File: src/rtl/sum_acc_pkg.sv
// rtl/sum_acc_pkg.sv - state encoding and default sizing for sum_accumulator
// Shared by sum_accumulator and sum_acc_add.
package sum_acc_pkg;

  localparam int DEF_ACC_W   = 8;
  localparam int DEF_N_TERMS = 4;

  typedef enum logic [1:0] {
    IDLE  = 2'd0,
    ACCUM = 2'd1,
    HOLD  = 2'd2
  } sum_acc_state_e;

endpackage

File: src/rtl/sum_acc_add.sv
// rtl/sum_acc_add.sv - next-total adder with wrap or saturate (SUM_ACC_SAT_EN)
// Pure combinational; the overflow flag it returns is already sticky.
import sum_acc_pkg::*;

module sum_acc_add #(
  parameter int ACC_W = DEF_ACC_W
) (
  input  logic [ACC_W-1:0] total,
  input  logic [4:0]       sum_in,
  input  logic             ovf,
  output logic [ACC_W-1:0] total_nxt,
  output logic             ovf_nxt
);

  logic [ACC_W:0] wide;

  // One extra bit catches the carry out of the accumulator width.
  assign wide    = {1'b0, total} + {{(ACC_W-4){1'b0}}, sum_in};
  assign ovf_nxt = ovf | wide[ACC_W];

`ifdef SUM_ACC_SAT_EN
  // Once the frame has overflowed the total is pinned at full scale.
  assign total_nxt = ovf_nxt ? {ACC_W{1'b1}} : wide[ACC_W-1:0];
`else
  assign total_nxt = wide[ACC_W-1:0];
`endif

endmodule

File: src/rtl/sum_accumulator.sv
// rtl/sum_accumulator.sv - frame accumulator of 5-bit sums (SUM_ACC_SAT_EN selects saturation)
// Accepts N_TERMS sums per frame, then holds the total until the consumer takes it.
import sum_acc_pkg::*;

module sum_accumulator #(
  parameter int ACC_W   = DEF_ACC_W,
  parameter int N_TERMS = DEF_N_TERMS
) (
  input  logic             CLK,
  input  logic             RST_N,
  input  logic [4:0]       SUM_IN,
  input  logic             IN_VALID,
  output logic             IN_READY,
  input  logic             CLR,
  output logic [ACC_W-1:0] TOTAL,
  output logic             OVF,
  output logic [3:0]       COUNT,
  output logic             OUT_VALID,
  input  logic             OUT_READY
);

  localparam logic [3:0] LAST = 4'(N_TERMS);

  sum_acc_state_e   state;
  logic             xfer;
  logic             take;
  logic [3:0]       count_inc;
  logic [ACC_W-1:0] total_nxt;
  logic             ovf_nxt;

  // Handshake outputs decode the registered state only.
  assign IN_READY  = (state != HOLD);
  assign OUT_VALID = (state == HOLD);
  assign xfer      = IN_VALID & IN_READY;
  assign take      = OUT_VALID & OUT_READY;
  assign count_inc = COUNT + 4'd1;

  sum_acc_add #(
    .ACC_W(ACC_W)
  ) u_add (
    .total    (TOTAL),
    .sum_in   (SUM_IN),
    .ovf      (OVF),
    .total_nxt(total_nxt),
    .ovf_nxt  (ovf_nxt)
  );

  always_ff @(posedge CLK or negedge RST_N) begin
    if (!RST_N) begin
      state <= IDLE;
      TOTAL <= '0;
      OVF   <= 1'b0;
      COUNT <= '0;
    end else if (CLR || take) begin
      // Abort and frame delivery both restart from an empty frame.
      state <= IDLE;
      TOTAL <= '0;
      OVF   <= 1'b0;
      COUNT <= '0;
    end else if (xfer) begin
      TOTAL <= total_nxt;
      OVF   <= ovf_nxt;
      COUNT <= count_inc;
      state <= (count_inc == LAST) ? HOLD : ACCUM;
    end
  end

endmodule
File: config.mk
export PLATFORM = sky130hd
export DESIGN_NAME = sum_accumulator
export DESIGN_NICKNAME = d
export VERILOG_FILES = /design/src/rtl/sum_acc_pkg.sv /design/src/rtl/sum_acc_add.sv /design/src/rtl/sum_accumulator.sv
export SDC_FILE = /design/constraint.sdc
export NUM_CORES = 1
export LEC_CHECK = 0
export ABC_AREA = 1
export CORE_MARGIN = 5
export CORE_UTILIZATION = 45
export CTS_CLUSTER_DIAMETER = 200
export CTS_CLUSTER_SIZE = 8
export DETAILED_ROUTE_END_ITERATION = 8
export PLACE_DENSITY = 0.75
export SYNTH_ARGS = -nofsm -noshare
export SYNTH_HDL_FRONTEND = slang
export SYNTH_SLANG_ARGS = --single-unit
File: constraint.sdc
create_clock -name CLK -period 2.2 [get_ports CLK]
set_input_delay 0.66 -clock CLK [delete_from_list [all_inputs] [get_ports CLK]]
set_output_delay 0.66 -clock CLK [all_outputs]
set_load 0.01 [all_outputs]
==> After elaboration in Yosys (flattened, before gate mapping) <==
Cells that the tools add are included.
{ "word_totals": {"in_bits": 10, "out_inout_bits": 15, "elab_cells": 23, "regBits": 15} }
{ "op_classes": {"bitwise_logic": 3, "eq_ne": 3, "muxes": 9, "addsub": 2, "n_reduce_logical": 2} }
{ "op_table": {"columns": ["op", "n"], "rows": [
  ["8-bit two-way mux", 2],
  ["8-bit by 5-bit adder with 9-bit output", 1],
  ["4-bit two-way mux", 2],
  ["2-bit two-way mux", 3],
  ["4-bit by 1-bit adder with 4-bit output (second input constant)", 1],
  ["4-bit by 3-bit == test with 1-bit output (second input constant)", 1],
  ["1-bit AND", 2],
  ["2-bit == test (second input constant)", 1],
  ["1-bit two-way mux", 2],
  ["2-bit inequality test (second input constant)", 1],
  ["2-bit nonzero test", 1],
  ["1-bit logical OR", 1],
  ["1-bit OR", 1]
]} }

==> Longest topological paths before layout <==
{ "depth": {"ltp_word": 5, "ltp_mapped": 9} }

==> Cells and area by module <==
From an unflattened synthesis, not the netlist that was laid out.
{ "unflattened": {"hier_cells": 148, "hier_area_um2": 1052.3} }
{ "modules_own_cells": {"columns": ["module", "cells_each", "seq_area_each_um2", "area_per_inst_um2", "instances"], "rows": [
  ["sum_accumulator", 88, 375.4, 733.2, 1],
  ["sum_acc_add", 60, 0.0, 319.1, 1]
]} }

==> Least setup slack after synthesis <==
OpenSTA, ideal clock, no wires.
{ "synth_timing": {"path_type": "input to register", "from": "in SUM_IN[0]", "to": "reg TOTAL[6]", "t_required_ns": 2.082, "stages": 8, "n_path_buf": 0, "arrival_ns": 1.692, "setup_time_ns": 0.118, "setup_slack_ns": 0.390, "cell_sequence": "ha_1 -> fa_1 -> nand2_1 -> nand2_1 -> nand3b_2 -> nand2_2 -> a21oi_1 -> nor2_1"} }
{ "synth_between": {"elab_chain_cells": 3} }
{ "synth_rtl": {"columns": ["item", "line", "text"], "rows": [
  ["start, declared", "sum_accumulator.sv:11", "input logic [4:0] SUM_IN,"],
  ["8-bit by 5-bit adder with 9-bit output", "sum_acc_add.sv:18", "assign wide = {1'b0, total} + {{(ACC_W-4){1'b0}}, sum_in};"],
  ["8-bit two-way mux", "sum_accumulator.sv:60", "end else if (xfer) begin"],
  ["8-bit two-way mux", "sum_accumulator.sv:54", "end else if (CLR || take) begin"],
  ["end signal, assigned", "sum_accumulator.sv:61", "TOTAL <= total_nxt;"],
  ["end, declared", "sum_accumulator.sv:15", "output logic [ACC_W-1:0] TOTAL,"]
]} }
No other way between the ends. The select of a mux whose other input is x is not followed.
A chain may end at the register's enable or synchronous reset.

==> Final worst setup path <==
{ "layout_timing": {"from": "reg state[0]", "to": "out OUT_VALID"} }
{ "layout_between": {"elab_chain_cells": 1} }
{ "layout_rtl": {"columns": ["item", "line", "text"], "rows": [
  ["start, declared", "sum_accumulator.sv:24", "sum_acc_state_e state;"],
  ["start signal, assigned", "sum_accumulator.sv:64", "state <= (count_inc == LAST) ? HOLD : ACCUM;"],
  ["2-bit == test", "sum_accumulator.sv:33", "assign OUT_VALID = (state == HOLD);"],
  ["end, declared", "sum_accumulator.sv:18", "output logic OUT_VALID,"]
]} }
No other way between the ends.

==> impl_results.md <==
* Drt total wl at 2.21 mm
* Critical R2R Launch: TOTAL[0]
* Worst path required time at 1540 ps
* Final setup viols at 0
* Num CTS Buffers at 3
* Vias in the first global route at 842
* Horiz. Die Dim at 56 um
* EDFF count, synth at 0
* Mapped Nets at 128
* Syn. warnings at 0
* Vias at 825
* Critical R2R Capture: TOTAL[6]
* Register-to-Register Path Depth at 9
* Hold_sp: TOTAL[3]
* CP max stage delay at 520 ps
* Die footprint at 0.00314 mm^2
* Reg-to-reg setup timing slack at 570 ps
* Input/output buffers at 24
* Post-DR wirelength/cell at 13.1 um
* Post-Syn Instances at 111
* CTS Buffer Depth at 2
* Slew Viols, Final at 0
* Commonest non-fill, non-tap cell in the layout: nand2_1
* Post-synth ARST share at 1.00
* Post-Layout Cell Count at 168
* Antenna Nets Post-Route at 0
* Largest net degree at the start of global routing at 10
* Critical path class: reg -> out
* I/O pin total at 25
* Hold buffers post-CTS at 0
* Hold Crit Depth at 2
* Crit-path cells: inv_2 > nand2_2 > inv_1 > clkdlybuf4s50_1
* Initial antenna violation count at 0
* Max Cap Violations at 0
* RSZ-0062 raised after global routing: no
* Clock Tree Root: clkbuf_4
* Synth Register Bits at 15
* DPL Wire Length at 1.80 mm
* Core Util, Final at 0.640
* Footprint of the multi-input gates at 523 um^2
* Final WS setup at 89.0 ps
* Initial core utilization at 0.480
* Top achievable clock speed at 0.474 GHz
* Cell area after synthesis at 952 um^2
* Commonest cells after routing, fill and taps aside: nand2_1 (28), clkdlybuf4s50_1 (24), dfrtp_1 (15)
* # placed instances at 164
* First-pass GRT wire length at 3.91 mm
* Total track usage at 0.156
* Cell variety after synth at 28
* Fill count at 170
* Pwr dens at 523 mW/mm^2
* Final hold violations at 0
* Leak at 0.607 nW
* Crit end category: output pin
* DRT Pass-1 Iters at 4
* Register Area at 375 um^2
* CP max-delay cell: clkdlybuf4s50_1
* Vias/cell at 4.91
* H-tree levels at 1
* Syn avg cell area at 8.58 um^2
* Clk sink count at 15
* RD Place Congestion at 0.861
* Worst slew pin tran at 400 ps
* CTS tree: yes
* Core box area at 0.00198 mm^2
* CP max FO at 4
* Clock skew at 7.34 ps
* Clk Latency, worst-skew pair at 290 ps
* Clock period minus worst slack at 2110 ps
* Setup TNS at 0 ps
* Peak supply drop at 310 uV
* Setup Buffers After CTS at 0
* Layout net count at 159
* Share of cells above drive strength 1 at 0.170
* GRT overflow at 0
* Synth Flop Type: dfrtp_1
* Hold endpoint: TOTAL[3]
* Initial drt markers at 34
* Cell Rows at 16
* Dpl ws at -157 ps
* Antenna diode count at 0
* Die Height at 56 um
* Slew margin rel. at 0.733
* Seq/Total Area, Yosys at 0.394
* Worst Hold Class: reg -> reg
* Final worst-path cycle share at 0.960
* Setup crit start kind: register
* Area grow syn2layout at 33.2%
* Post-cts resize count at 0
* CP arrival at 1450 ps
* DRC viols at 0
* Clk slew on worst S/H paths at 100 ps
* Outcome: finished, final reports clean
==> metrics by stage <==
| stage | power [W] | hold WS, ps | area (um^2) |
|---|---|---|---|
| 3_3_place_gp | 0.000500 | 493 | 1240 |
| 5_1_grt | 0.000702 | 549 | 1270 |
| 3_5_place_dp | 0.000504 | 499 | 1240 |
| 4_1_cts | 0.000666 | 526 | 1270 |
| 6_report | 0.000664 | 516 | 1270 |
| 2_1_floorplan | 0.000422 | 364 | 952 |
==> state kept, by name (all words and copies together), names as in the netlist <==
register and cells:
COUNT 4, OVF 1, TOTAL 8, state 2
==> worst max-delay path by stage <==
| stage | to | start | slack [ps] | cells past startpoint |
|---|---|---|---|---|
| global placement | TOTAL[6] | SUM_IN[0] | -70 | 9 |
| detailed placement | TOTAL[6] | SUM_IN[0] | -160 | 9 |
| global route | OUT_VALID | state[0] | 30 | 4 |
| CTS | OUT_VALID | state[0] | 80 | 4 |
| floorplan | TOTAL[6] | SUM_IN[0] | 390 | 8 |
| finish | OUT_VALID | state[0] | 90 | 4 |
==> where the power goes <==
part | internal (W) | total [W] | switching [W]
registers | 0.000293 | 0.000310 | 0.0000172
clock network | 0.0000677 | 0.000166 | 0.0000979
logic | 0.0000925 | 0.000188 | 0.0000957
total | 0.000453 | 0.000664 | 0.000211
==> logic make-up (layout without fill, tap and decap cells) <==
| kind of cell | count (synthesis) | after routing | share of synthesized area |
|---|---|---|---|
| AO/OA/AOI/OAI | 14 | 14 | 0.0893 |
| AND/OR/NAND/NOR | 59 | 59 | 0.332 |
| adder cells (fa/ha/maj) | 7 | 7 | 0.0999 |
| buffers and inverters | 13 | 43 | 0.0565 |
| XOR/XNOR | 3 | 3 | 0.0276 |
| flip-flops | 15 | 15 | 0.394 |
==> critical path: cells and delay by family (launching register included) <==
kind,cells,cell delay [ps]
and+or+nand+nor,1,100
buffers and inverters,3,670
DFF,1,380
==> final cells by class <==
| class | count | share of cell area |
|---|---|---|
| well taps | 27 | 0.0266 |
| clock buffers | 3 | 0.0178 |
| multi-input cells | 83 | 0.412 |
| clock inverters | 1 | 0.00394 |
| repair buffers | 26 | 0.201 |
| inverters | 13 | 0.0424 |
| flip-flops and latches | 15 | 0.296 |
==> per-layer routing <==
layer / vias up / track usage / share of wire
met4: 0 / 0.0407 / 0.010
li1: 422 / - / -
met2: 23 / 0.262 / 0.48
met5: - / 0 / 0
met1: 376 / 0.197 / 0.45
met3: 4 / 0.0418 / 0.062
==> Yosys cell counts, drive strengths merged, types with 2 or more instances <==
master,instances,area [um^2]
nand3,8,45.0
a21oi,7,35.0
nand3b,3,26.3
xor2,2,17.5
or2,2,15.0
o21ai,5,28.8
dfrtp,15,375
nand2,34,158
nor2,10,61.3
inv,13,53.8
ha,6,75.1
(Power assumes the default switching activity.)
